<file path="src/rtl/memboard_pkg.sv">
// memboard_pkg: shared widths and FIFO word layout for the ADC sample arbiter.
// FIFO word layout, MSB to LSB: {timestamp[TS_W], channel[CH_IDX_W], data[DATA_W]}.
package memboard_pkg;

  localparam int CH_IDX_W   = 8;
  localparam int TRIG_DIV_W = 16;

  localparam int FIFO_DATA_LSB = 0;

  function automatic int fifo_ch_lsb(input int data_w);
    return data_w;
  endfunction

  function automatic int fifo_ts_lsb(input int data_w);
    return data_w + CH_IDX_W;
  endfunction

endpackage

</file>
<file path="src/rtl/rr_arbiter.sv">
// rr_arbiter: round-robin grant of one requester per cycle.
// Ports:
//   fpga_clk_i, rst_i  clock, asynchronous active-high reset
//   req_i       [N]    request vector
//   en_i               grant allowed this cycle
//   gnt_o       [N]    one-hot grant (all zero when gnt_valid_o=0)
//   gnt_valid_o        a grant was issued
//   gnt_idx_o          index of the granted requester
// The search starts at the pointer and wraps N-1 -> 0; the pointer moves
// to granted index + 1 after every grant and holds otherwise.
module rr_arbiter #(
  parameter int N = 4,
  localparam int IDX_W = (N > 1) ? $clog2(N) : 1
) (
  input  logic             fpga_clk_i,
  input  logic             rst_i,
  input  logic [N-1:0]     req_i,
  input  logic             en_i,
  output logic [N-1:0]     gnt_o,
  output logic             gnt_valid_o,
  output logic [IDX_W-1:0] gnt_idx_o
);

  logic [IDX_W-1:0] ptr_q;

  always_comb begin
    int j;
    j           = 0;
    gnt_o       = '0;
    gnt_valid_o = 1'b0;
    gnt_idx_o   = '0;
    if (en_i) begin
      for (int k = 0; k < N; k++) begin
        j = int'(ptr_q) + k;
        if (j >= N) j = j - N;
        if (!gnt_valid_o && req_i[j]) begin
          gnt_valid_o = 1'b1;
          gnt_idx_o   = IDX_W'(j);
          gnt_o[j]    = 1'b1;
        end
      end
    end
  end

  always_ff @(posedge fpga_clk_i or posedge rst_i) begin
    if (rst_i) begin
      ptr_q <= '0;
    end else if (gnt_valid_o) begin
      ptr_q <= (gnt_idx_o == IDX_W'(N - 1)) ? '0 : gnt_idx_o + IDX_W'(1);
    end
  end

endmodule

</file>
<file path="src/rtl/adc_sample_arbiter.sv">
// adc_sample_arbiter: timestamps per-channel ADC samples into holding slots
// and drains them round-robin into a FIFO; also generates periodic
// auto-trigger pulses.
// Ports:
//   fpga_clk_i, rst_i       clock, asynchronous active-high reset
//   timer_tick_i            timestamp increment strobe
//   en_i                    capture enable (pending slots drain regardless)
//   data_ready_is [N_CH]    per-channel sample strobes
//   data_is [N_CH*DATA_W]   channel samples, channel i at [i*DATA_W +: DATA_W]
//   trig_div_i, trig_mask_i auto-trigger period (0 = off) and channel mask
//   trig_os [N_CH]          trigger pulses
//   fifo_full_i             FIFO almost-full, blocks grants
//   fifo_wr_o, fifo_data_o  FIFO write strobe and word {ts, ch, data}
//   ovf_clr_i, ovf_os       clear / sticky per-channel overflow flags
//   busy_o                  any slot pending
//   drop_cnt_os [N_CH*8]    saturating dropped-sample counters, present only
//                           when ADC_ARB_DROP_CNT_EN is defined
module adc_sample_arbiter
  import memboard_pkg::*;
#(
  parameter int N_CH   = 4,
  parameter int DATA_W = 32,
  parameter int TS_W   = 24
) (
  input  logic                          fpga_clk_i,
  input  logic                          rst_i,
  input  logic                          timer_tick_i,
  input  logic                          en_i,
  input  logic [N_CH-1:0]               data_ready_is,
  input  logic [N_CH*DATA_W-1:0]        data_is,
  input  logic [TRIG_DIV_W-1:0]         trig_div_i,
  input  logic [N_CH-1:0]               trig_mask_i,
  output logic [N_CH-1:0]               trig_os,
  input  logic                          fifo_full_i,
  output logic                          fifo_wr_o,
  output logic [TS_W+CH_IDX_W+DATA_W-1:0] fifo_data_o,
  input  logic                          ovf_clr_i,
  output logic [N_CH-1:0]               ovf_os,
  output logic                          busy_o
`ifdef ADC_ARB_DROP_CNT_EN
  ,
  output logic [N_CH*8-1:0]             drop_cnt_os
`endif
);

  localparam int WORD_W = TS_W + CH_IDX_W + DATA_W;
  localparam int IDX_W  = (N_CH > 1) ? $clog2(N_CH) : 1;
  localparam int CH_LSB = fifo_ch_lsb(DATA_W);
  localparam int TS_LSB = fifo_ts_lsb(DATA_W);

  logic [TS_W-1:0]       ts_q;
  logic [TRIG_DIV_W-1:0] div_cnt_q;
  logic [N_CH-1:0]       pending_q, pending_nxt, cap, load, ovf_set, gnt;
  logic                  gnt_valid;
  logic [IDX_W-1:0]      gnt_idx;
  logic [DATA_W-1:0]     slot_data_q [N_CH];
  logic [TS_W-1:0]       slot_ts_q   [N_CH];
  logic [WORD_W-1:0]     word;

  always_ff @(posedge fpga_clk_i or posedge rst_i) begin
    if (rst_i) ts_q <= '0;
    else if (timer_tick_i) ts_q <= ts_q + TS_W'(1);
  end

  // >= rather than == so a period shortened below the running count
  // restarts at the next comparison instead of counting through wrap.
  always_ff @(posedge fpga_clk_i or posedge rst_i) begin
    if (rst_i) begin
      div_cnt_q <= '0;
      trig_os   <= '0;
    end else if (trig_div_i == '0) begin
      div_cnt_q <= '0;
      trig_os   <= '0;
    end else if (div_cnt_q >= trig_div_i) begin
      div_cnt_q <= '0;
      trig_os   <= trig_mask_i;
    end else begin
      div_cnt_q <= div_cnt_q + TRIG_DIV_W'(1);
      trig_os   <= '0;
    end
  end

  rr_arbiter #(.N(N_CH)) u_rr (
    .fpga_clk_i  (fpga_clk_i),
    .rst_i       (rst_i),
    .req_i       (pending_q),
    .en_i        (!fifo_full_i),
    .gnt_o       (gnt),
    .gnt_valid_o (gnt_valid),
    .gnt_idx_o   (gnt_idx)
  );

  // A slot being granted this cycle is free to take a new sample, since
  // its old contents are forwarded to the output register on the same edge.
  always_comb begin
    cap         = en_i ? data_ready_is : '0;
    load        = cap & (~pending_q | gnt);
    ovf_set     = cap & pending_q & ~gnt;
    pending_nxt = load | (pending_q & ~gnt);
  end

  always_comb begin
    word                           = '0;
    word[TS_LSB +: TS_W]           = slot_ts_q[gnt_idx];
    word[CH_LSB +: CH_IDX_W]       = CH_IDX_W'(gnt_idx);
    word[FIFO_DATA_LSB +: DATA_W]  = slot_data_q[gnt_idx];
  end

  always_ff @(posedge fpga_clk_i or posedge rst_i) begin
    if (rst_i) begin
      for (int i = 0; i < N_CH; i++) begin
        slot_data_q[i] <= '0;
        slot_ts_q[i]   <= '0;
      end
    end else begin
      for (int i = 0; i < N_CH; i++) begin
        if (load[i]) begin
          slot_data_q[i] <= data_is[i*DATA_W +: DATA_W];
          slot_ts_q[i]   <= ts_q;
        end
      end
    end
  end

  always_ff @(posedge fpga_clk_i or posedge rst_i) begin
    if (rst_i) begin
      pending_q   <= '0;
      busy_o      <= 1'b0;
      ovf_os      <= '0;
      fifo_wr_o   <= 1'b0;
      fifo_data_o <= '0;
    end else begin
      pending_q <= pending_nxt;
      busy_o    <= |pending_nxt;
      ovf_os    <= (ovf_clr_i ? '0 : ovf_os) | ovf_set;
      fifo_wr_o <= gnt_valid;
      if (gnt_valid) fifo_data_o <= word;
    end
  end

`ifdef ADC_ARB_DROP_CNT_EN
  logic [7:0] drop_cnt_q [N_CH];

  always_ff @(posedge fpga_clk_i or posedge rst_i) begin
    if (rst_i) begin
      for (int i = 0; i < N_CH; i++) drop_cnt_q[i] <= '0;
    end else begin
      for (int i = 0; i < N_CH; i++) begin
        if (ovf_clr_i) drop_cnt_q[i] <= ovf_set[i] ? 8'd1 : 8'd0;
        else if (ovf_set[i] && drop_cnt_q[i] != 8'hFF) drop_cnt_q[i] <= drop_cnt_q[i] + 8'd1;
      end
    end
  end

  always_comb begin
    drop_cnt_os = '0;
    for (int i = 0; i < N_CH; i++) drop_cnt_os[i*8 +: 8] = drop_cnt_q[i];
  end
`endif

endmodule

</file>
<file path="config.mk">
export PLATFORM = sky130hd
export DESIGN_NAME = adc_sample_arbiter
export DESIGN_NICKNAME = d
export VERILOG_FILES = /design/src/rtl/memboard_pkg.sv /design/src/rtl/rr_arbiter.sv /design/src/rtl/adc_sample_arbiter.sv
export SDC_FILE = /design/constraint.sdc
export NUM_CORES = 1
export LEC_CHECK = 0
export CELL_PAD_IN_SITES_DETAIL_PLACEMENT = 0
export CELL_PAD_IN_SITES_GLOBAL_PLACEMENT = 1
export CORE_MARGIN = 2
export CORE_UTILIZATION = 30
export CTS_BUF_LIST = sky130_fd_sc_hd__clkbuf_16
export CTS_CLUSTER_SIZE = 12
export DETAILED_ROUTE_END_ITERATION = 8
export GPL_ROUTABILITY_DRIVEN = 0
export PLACE_DENSITY_LB_ADDON = 0.1
export SETUP_SLACK_MARGIN = 0.02
export SYNTH_ARGS = -nofsm -noshare
export SYNTH_HDL_FRONTEND = slang
export SYNTH_SLANG_ARGS = --single-unit
</file>
<file path="constraint.sdc">
create_clock -name fpga_clk_i -period 13.22 [get_ports fpga_clk_i]
set_clock_uncertainty 0.2 [all_clocks]
set_input_delay 1.322 -clock fpga_clk_i [delete_from_list [all_inputs] [get_ports fpga_clk_i]]
set_output_delay 1.322 -clock fpga_clk_i [all_outputs]
set_load 0.1 [all_outputs]
</file>
==> metrics.txt <==
status completed; initial antenna violation count 1; critical path class reg -> reg; Starting Density a little under a third; first-pass GRT wire length around 69000 um; initial drt markers between 600 and 700; Worst slew margin ~28%; placement-stage cell area ~18000 um2; Compound-Gate Fraction of Synth Area 7.938%; fin area around 20000 um2; Post-synth EDFFs 0; Syn Area/Cell between 10 and 15 um2; startpoint types register; Final setup viols 0; HPWL after DPL between 20000 and 30000 um; largest net degree at the start of global routing 142; CP top delay family buffers and inverters; post-synthesis simple-gate area fraction roughly 7.0%; CTS tree built; CP max FO just under 50; peak supply drop between 100 and 150 uV; Critical Path RT approximately 13 ns; synth top area cells dfrtp_1 54%, mux2_2 13%, mux2_4 6.9%; RSZ-0062 raised after global routing false; clock period minus worst slack between 5 and 6 ns; Die X-Extent roughly 230 um; PwrDens roughly 260 nW/um2; Netlist cell types 57; crit end category register; mux cell area share after synthesis 22.88%; fmax 182.7 MHz; core area about 51000 um2; Most Crowded Layer GR met2; Fin. Hold Viols 0; drt first pass iters 4; Num CTS Buffers 42; cts repair resizes 0; post-cts hold buffer count 0; clock buffer depth 3; Seq/Total Area, Yosys approximately 54%; die area between 50000 and 60000 um2; Global Route Usage Sum around 17%; Clock transition at path regs about 0.060 ns; cell taking the most area after synthesis dfrtp_1; Place WS approximately 7.7 ns; num rows 83; total grt overflow 0; Yosys warnings 0; largest family of logic cells by synthesized area multiplexers; worst skew pair latency around 0.55 ns; met1 Use GR approximately a quarter; clock root buffer clkbuf_16; nets about 1600; Post-Synthesis Cells approximately 1200; fin crit share between 40 and 50%; most numerous cell in the Yosys netlist dfrtp_1; LEAKAGE 0.008781 uW; area share of the largest cell type after synthesis roughly 54%; number of remaining DRC errors 0; setup TNS 0 ns; Routed Antenna Nets 0; Clock Sinks around 340; CP bufs+invs 3; slew at the pin closest to its max-slew limit about 1.1 ns; share of flip-flops with an asynchronous set or reset 100.0%; area grow syn2layout 26.08%; setup ws final approximately 7.7 ns; routed wire length around 45000 um; vias in the first global route 10940; share of post-route cells with drive strength above 1 a little under a quarter; CP most frequent cell ha_1; met3 global-route usage 2.591%; worst hold path type reg -> reg; Post-Syn Area 15600 um2; Main synth FF type dfrtp_1; WL/cell between 20 and 25 um; critical path arrival 5.67 ns; CP cell instances clkinv_1 > ha_1 > mux2_2 > o211a_1 > nor3_2 > nand2b_2 > clkinv_2 > buf_4 > ha_1 > nand2_1 > o21ai_0; port buffer count 225; H-Tree Depth 2; met2 Usage GRT a little over a quarter; Avg Vias per Cell ~4.8; max-slew violation count 0; Crit path largest cell delay 0.77 ns; Synth Register Bits about 340; critical-path cell with the highest stage delay dfrtp_1; Hold WS about 0.28 ns; Post-CTS Setup Inserts 0; Max-Cap Viols 0; synth cell count leaders 338 x dfrtp_1, 176 x mux2_2, 91 x nand2_1, 72 x mux2_4, 65 x o22ai_1; area share of fa/ha/maj cells after synthesis under 10%; Vias roughly 10000; die height about 230 um; Post-Synth XOR/XNOR Area just over 2%; Ports around 230
==> stage by stage <==
stage	cells	util [%]	power, uW
2_1_floorplan	1234	-	3482
3_3_place_gp	2061	35.76	4120
3_5_place_dp	2061	35.76	4136
4_1_cts	2134	38.27	5264
5_1_grt	2134	38.27	5486
6_report	2135	38.27	5168
==> power by group <==
| part | total, uW | switching [uW] | internal (uW) |
|---|---|---|---|
| registers | 1670 | 264 | 1410 |
| clock network | 1090 | 444 | 645 |
| logic | 2410 | 1510 | 895 |
| total | 5170 | 2220 | 2950 |
==> worst paths after layout <==
check | from | end | slack (ns) | depth (start not counted)
worst min register to register | fifo_data_o[32] | fifo_data_o[32] | 0.28 | 2
worst max-delay path | u_rr.ptr_q[0] | u_rr.ptr_q[1] | 7.75 | 11
min in group asynchronous | rst_i | slot_ts_q[5] | 1.06 | 2
max in group asynchronous | rst_i | slot_data_q[47] | 9.83 | 4
worst max register to register | u_rr.ptr_q[0] | u_rr.ptr_q[1] | 7.75 | 11
worst min-delay path | fifo_data_o[32] | fifo_data_o[32] | 0.28 | 2
==> area by class of cell <==
| cell class | count | area, um2 |
|---|---|---|
| antenna | 1 | 2.502 |
| clock buffer | 45 | 1126 |
| clock inverter | 28 | 163.9 |
| fill | 5031 | 31730 |
| inverter | 33 | 132.6 |
| multi-input combinational | 773 | 6586 |
| sequential | 338 | 8458 |
| tap | 680 | 850.8 |
| timing repair buffer | 237 | 2355 |
==> state kept, by name, indices dropped and copies added (netlist names) <==
name and cells:
div_cnt_q 16, ovf_os 4, pending_q 4, slot_data_q 128
slot_ts_q 96, ts_q 24, trig_os 4, u_rr.ptr_q 2
fifo_wr_o 1, busy_o 1, fifo_data_o 58
==> worst reg2reg max path, cell delays in order (launching register included) <==
cell,delay (ns)
dfrtp_1,0.77
clkinv_1,0.46
ha_1,0.71
mux2_2,0.41
o211a_1,0.23
nor3_2,0.23
nand2b_2,0.58
clkinv_2,0.43
buf_4,0.75
ha_1,0.42
nand2_1,0.05
o21ai_0,0.08
==> layer usage <==
layer | part of all wire, % | vias up
met5 | 0.031 | -
met4 | 1.6 | 2
met3 | 3.7 | 53
met2 | 47 | 168
met1 | 48 | 5197
li1 | - | 4805
==> cells by family after synthesis <==
logic type | Yosys count
flops | 338
mux | 296
simple gates | 224
compound gates | 187
buf+inv | 123
xor+xnor | 37
fa+ha+maj | 23
other cells | 1
==> cells in the final DEF (no fill, tap or decap), types with 32 or more instances in the layout <==
cell and count:
o21ai_0 32, mux2i_1 35, dfrtp_1 338, o22ai_1 65
clkdlybuf4s50_1 225, clkbuf_16 45, nor2_1 33, mux2_4 72
inv_1 43, nand2_1 91, mux2_2 176
Note: power is estimated with default switching activity, not from simulation.
==> RTL change (same flow settings) <==
Add a define of `ADC_ARB_DROP_CNT_EN`.
--- a/src/rtl/adc_sample_arbiter.sv
+++ b/src/rtl/adc_sample_arbiter.sv
@@ -15,6 +15,8 @@
 //   busy_o                  any slot pending
 //   drop_cnt_os [N_CH*8]    saturating dropped-sample counters, present only
 //                           when ADC_ARB_DROP_CNT_EN is defined
+`define ADC_ARB_DROP_CNT_EN
+
 module adc_sample_arbiter
   import memboard_pkg::*;
 #(
Formal check against the unedited RTL (old outputs only; new: drop_cnt_os): no difference found for any inputs over 4 cycles, from zero or initial values and one cycle with rst_i high; that may be too few to reach the edited logic, so the function may still have changed.
==> RTL change against the original RTL <==
  * Global-route usage grew 0.34 points
  * First-iteration DRC count is 22% lower
  * Sequential cell count rose by 32
  * Worst setup slack improved by 0.29 ns
  * Wire length rose by 13%
  * Total power rose by 0.83%
  * Area after synthesis up 9.8%
  * Design area increased by 10%
  * Critical path type unchanged
  * Largest power group unchanged
==> RTL change: results (changes against the original RTL) <==
synth:
  yosys.area_share.xor_xnor_pct: 2.10  # +0.019 points
  seq_area_frac_synth_pct: 54.0  # -0.16 points
  synth_compound_area_share_pct: 7.61  # -0.33 points
  synth-adder-area-share_pct: 1.90  # +0.055 points
  synthTopCellsByCount: "370 x dfrtp_1, 188 x mux2_2, 136 x nand2_1"
  yosys.cell_types.count: 65  # +14%
  synth_mux_area_share_pct: 22.2  # -0.67 points
  async_flop_share_pct: 100  # unchanged
  netlist_top_cells_area: "dfrtp_1 54%, mux2_2 12%, mux2i_1 4.4%"
sta:
  clock.fmax_ghz: 0.193  # +5.6%
  hold_ws_ns: 0.279  # +0.000582 ns
  relSlewSlack_pct: 25.6  # -2.2 points
detailed_routing:
  drt-met1-wl_mm: 23.2  # +8.6%
  first_iter_violations: 484  # -22%
  via_count: 11700  # +14%
  wl_met3_mm: 1.62  # -1.3%
  dr.max_layer_used: "met4"
  wire_per_inst_um: 21.0  # +0.22%
  route.met2.wl_mm: 24.5  # +17%
grt:
  met3_usage_pct: 2.63  # +0.041 points
  grt_max_degree: 133  # -6.3%
  use_met1_pct: 23.2  # -0.64 points
  gr-usage-met2_pct: 28.5  # +1.7 points
  grt_first_pass_wirelength_mm: 77.8  # +13%
  grt_usage_pct: 17.1  # +0.34 points
power:
  p_sw_mw: 2.22  # -0.15%
  power_frac_clock_pct: 21.6  # +0.5 points
  combPwrFrac_pct: 44.4  # -2.2 points
  ir_drop_mv: 0.151  # +8.9%
  leakage_nw: 9.65  # +9.8%
cells_and_area:
  drive_gt1_share_pct: 19.2  # -3.4 points
  top_regs: "slot_data_q x128, slot_ts_q x96, fifo_data_o x58"
  nets: 1797  # +12%
critical_path:
  cp-endpoint: "slot_ts_q[27]"
  reg2reg_depth: 8  # -3
  critical_path_arrival_ns: 5.44  # -0.23 ns
  cpLargestDelayFamily: "simple AND/OR/NAND/NOR gates"
  reg2reg_setup_slack_ns: 8.04  # +0.29 ns
  slowest_delay_ns: 0.90  # +0.13 ns
  crit_slowest_cell: "nand3_4"
  critPathMaxFanout: 56  # +14%
clocking:
  cts_root_buf: "clkbuf_16"
  ctsHtreeMaxLevel: 2  # unchanged
  path_clk_slew_ns: 0.06  # about the same
  numCtsBuffers: 45  # +7.1%
  cts-resized-gates: 0  # unchanged
  clk_latency_ns: 0.58  # +0.03 ns
placement:
  placed_area_mm2: 0.0204  # +11%
  io_buffers: 257  # +14%
  preCtsSetupSlack_ns: 7.52  # -0.134 ns
  dp_hpwl_mm: 31.9  # +13%
min_path:
  hold_end: "fifo_data_o[32]"
  hold_depth: 2  # unchanged
run_status:
  status: "finished, final reports clean"
RTL change: changes by cell type after synthesis, sizes merged, moves of 27 or more:
cell | unedited run | this run
nand2 | 91 | 136
o22ai | 65 | 21
mux2i | 35 | 75
o221ai | 3 | 36
dfrtp | 338 | 370
a211oi | 30 | 3
RTL change: stage by stage:
stage	total power, mW	instances
after floorplan	3.48	1382
final	5.21	2400
after detailed placement	4.14	2322
after global placement	4.11	2322
after global routing	5.52	2400
after CTS	5.30	2399
RTL change: layout make-up:
cell class	instances	area (um^2)
repair buffers	271	2680
well taps	756	946
clock buffers	45	1130
flip-flops and latches	370	9260
multi-input cells	889	7340
clock inverters	32	178
inverters	36	143
diodes	1	2.50
fillers	5500	34700
RTL change: cell families after synthesis:
| family | Yosys count |
|---|---|
| XOR/XNOR | 41 |
| flip-flops | 370 |
| AO/OA/AOI/OAI | 175 |
| adder cells (fa/ha/maj) | 26 |
| AND/OR/NAND/NOR | 310 |
| buffers and inverters | 123 |
| other | 1 |
| multiplexers | 331 |
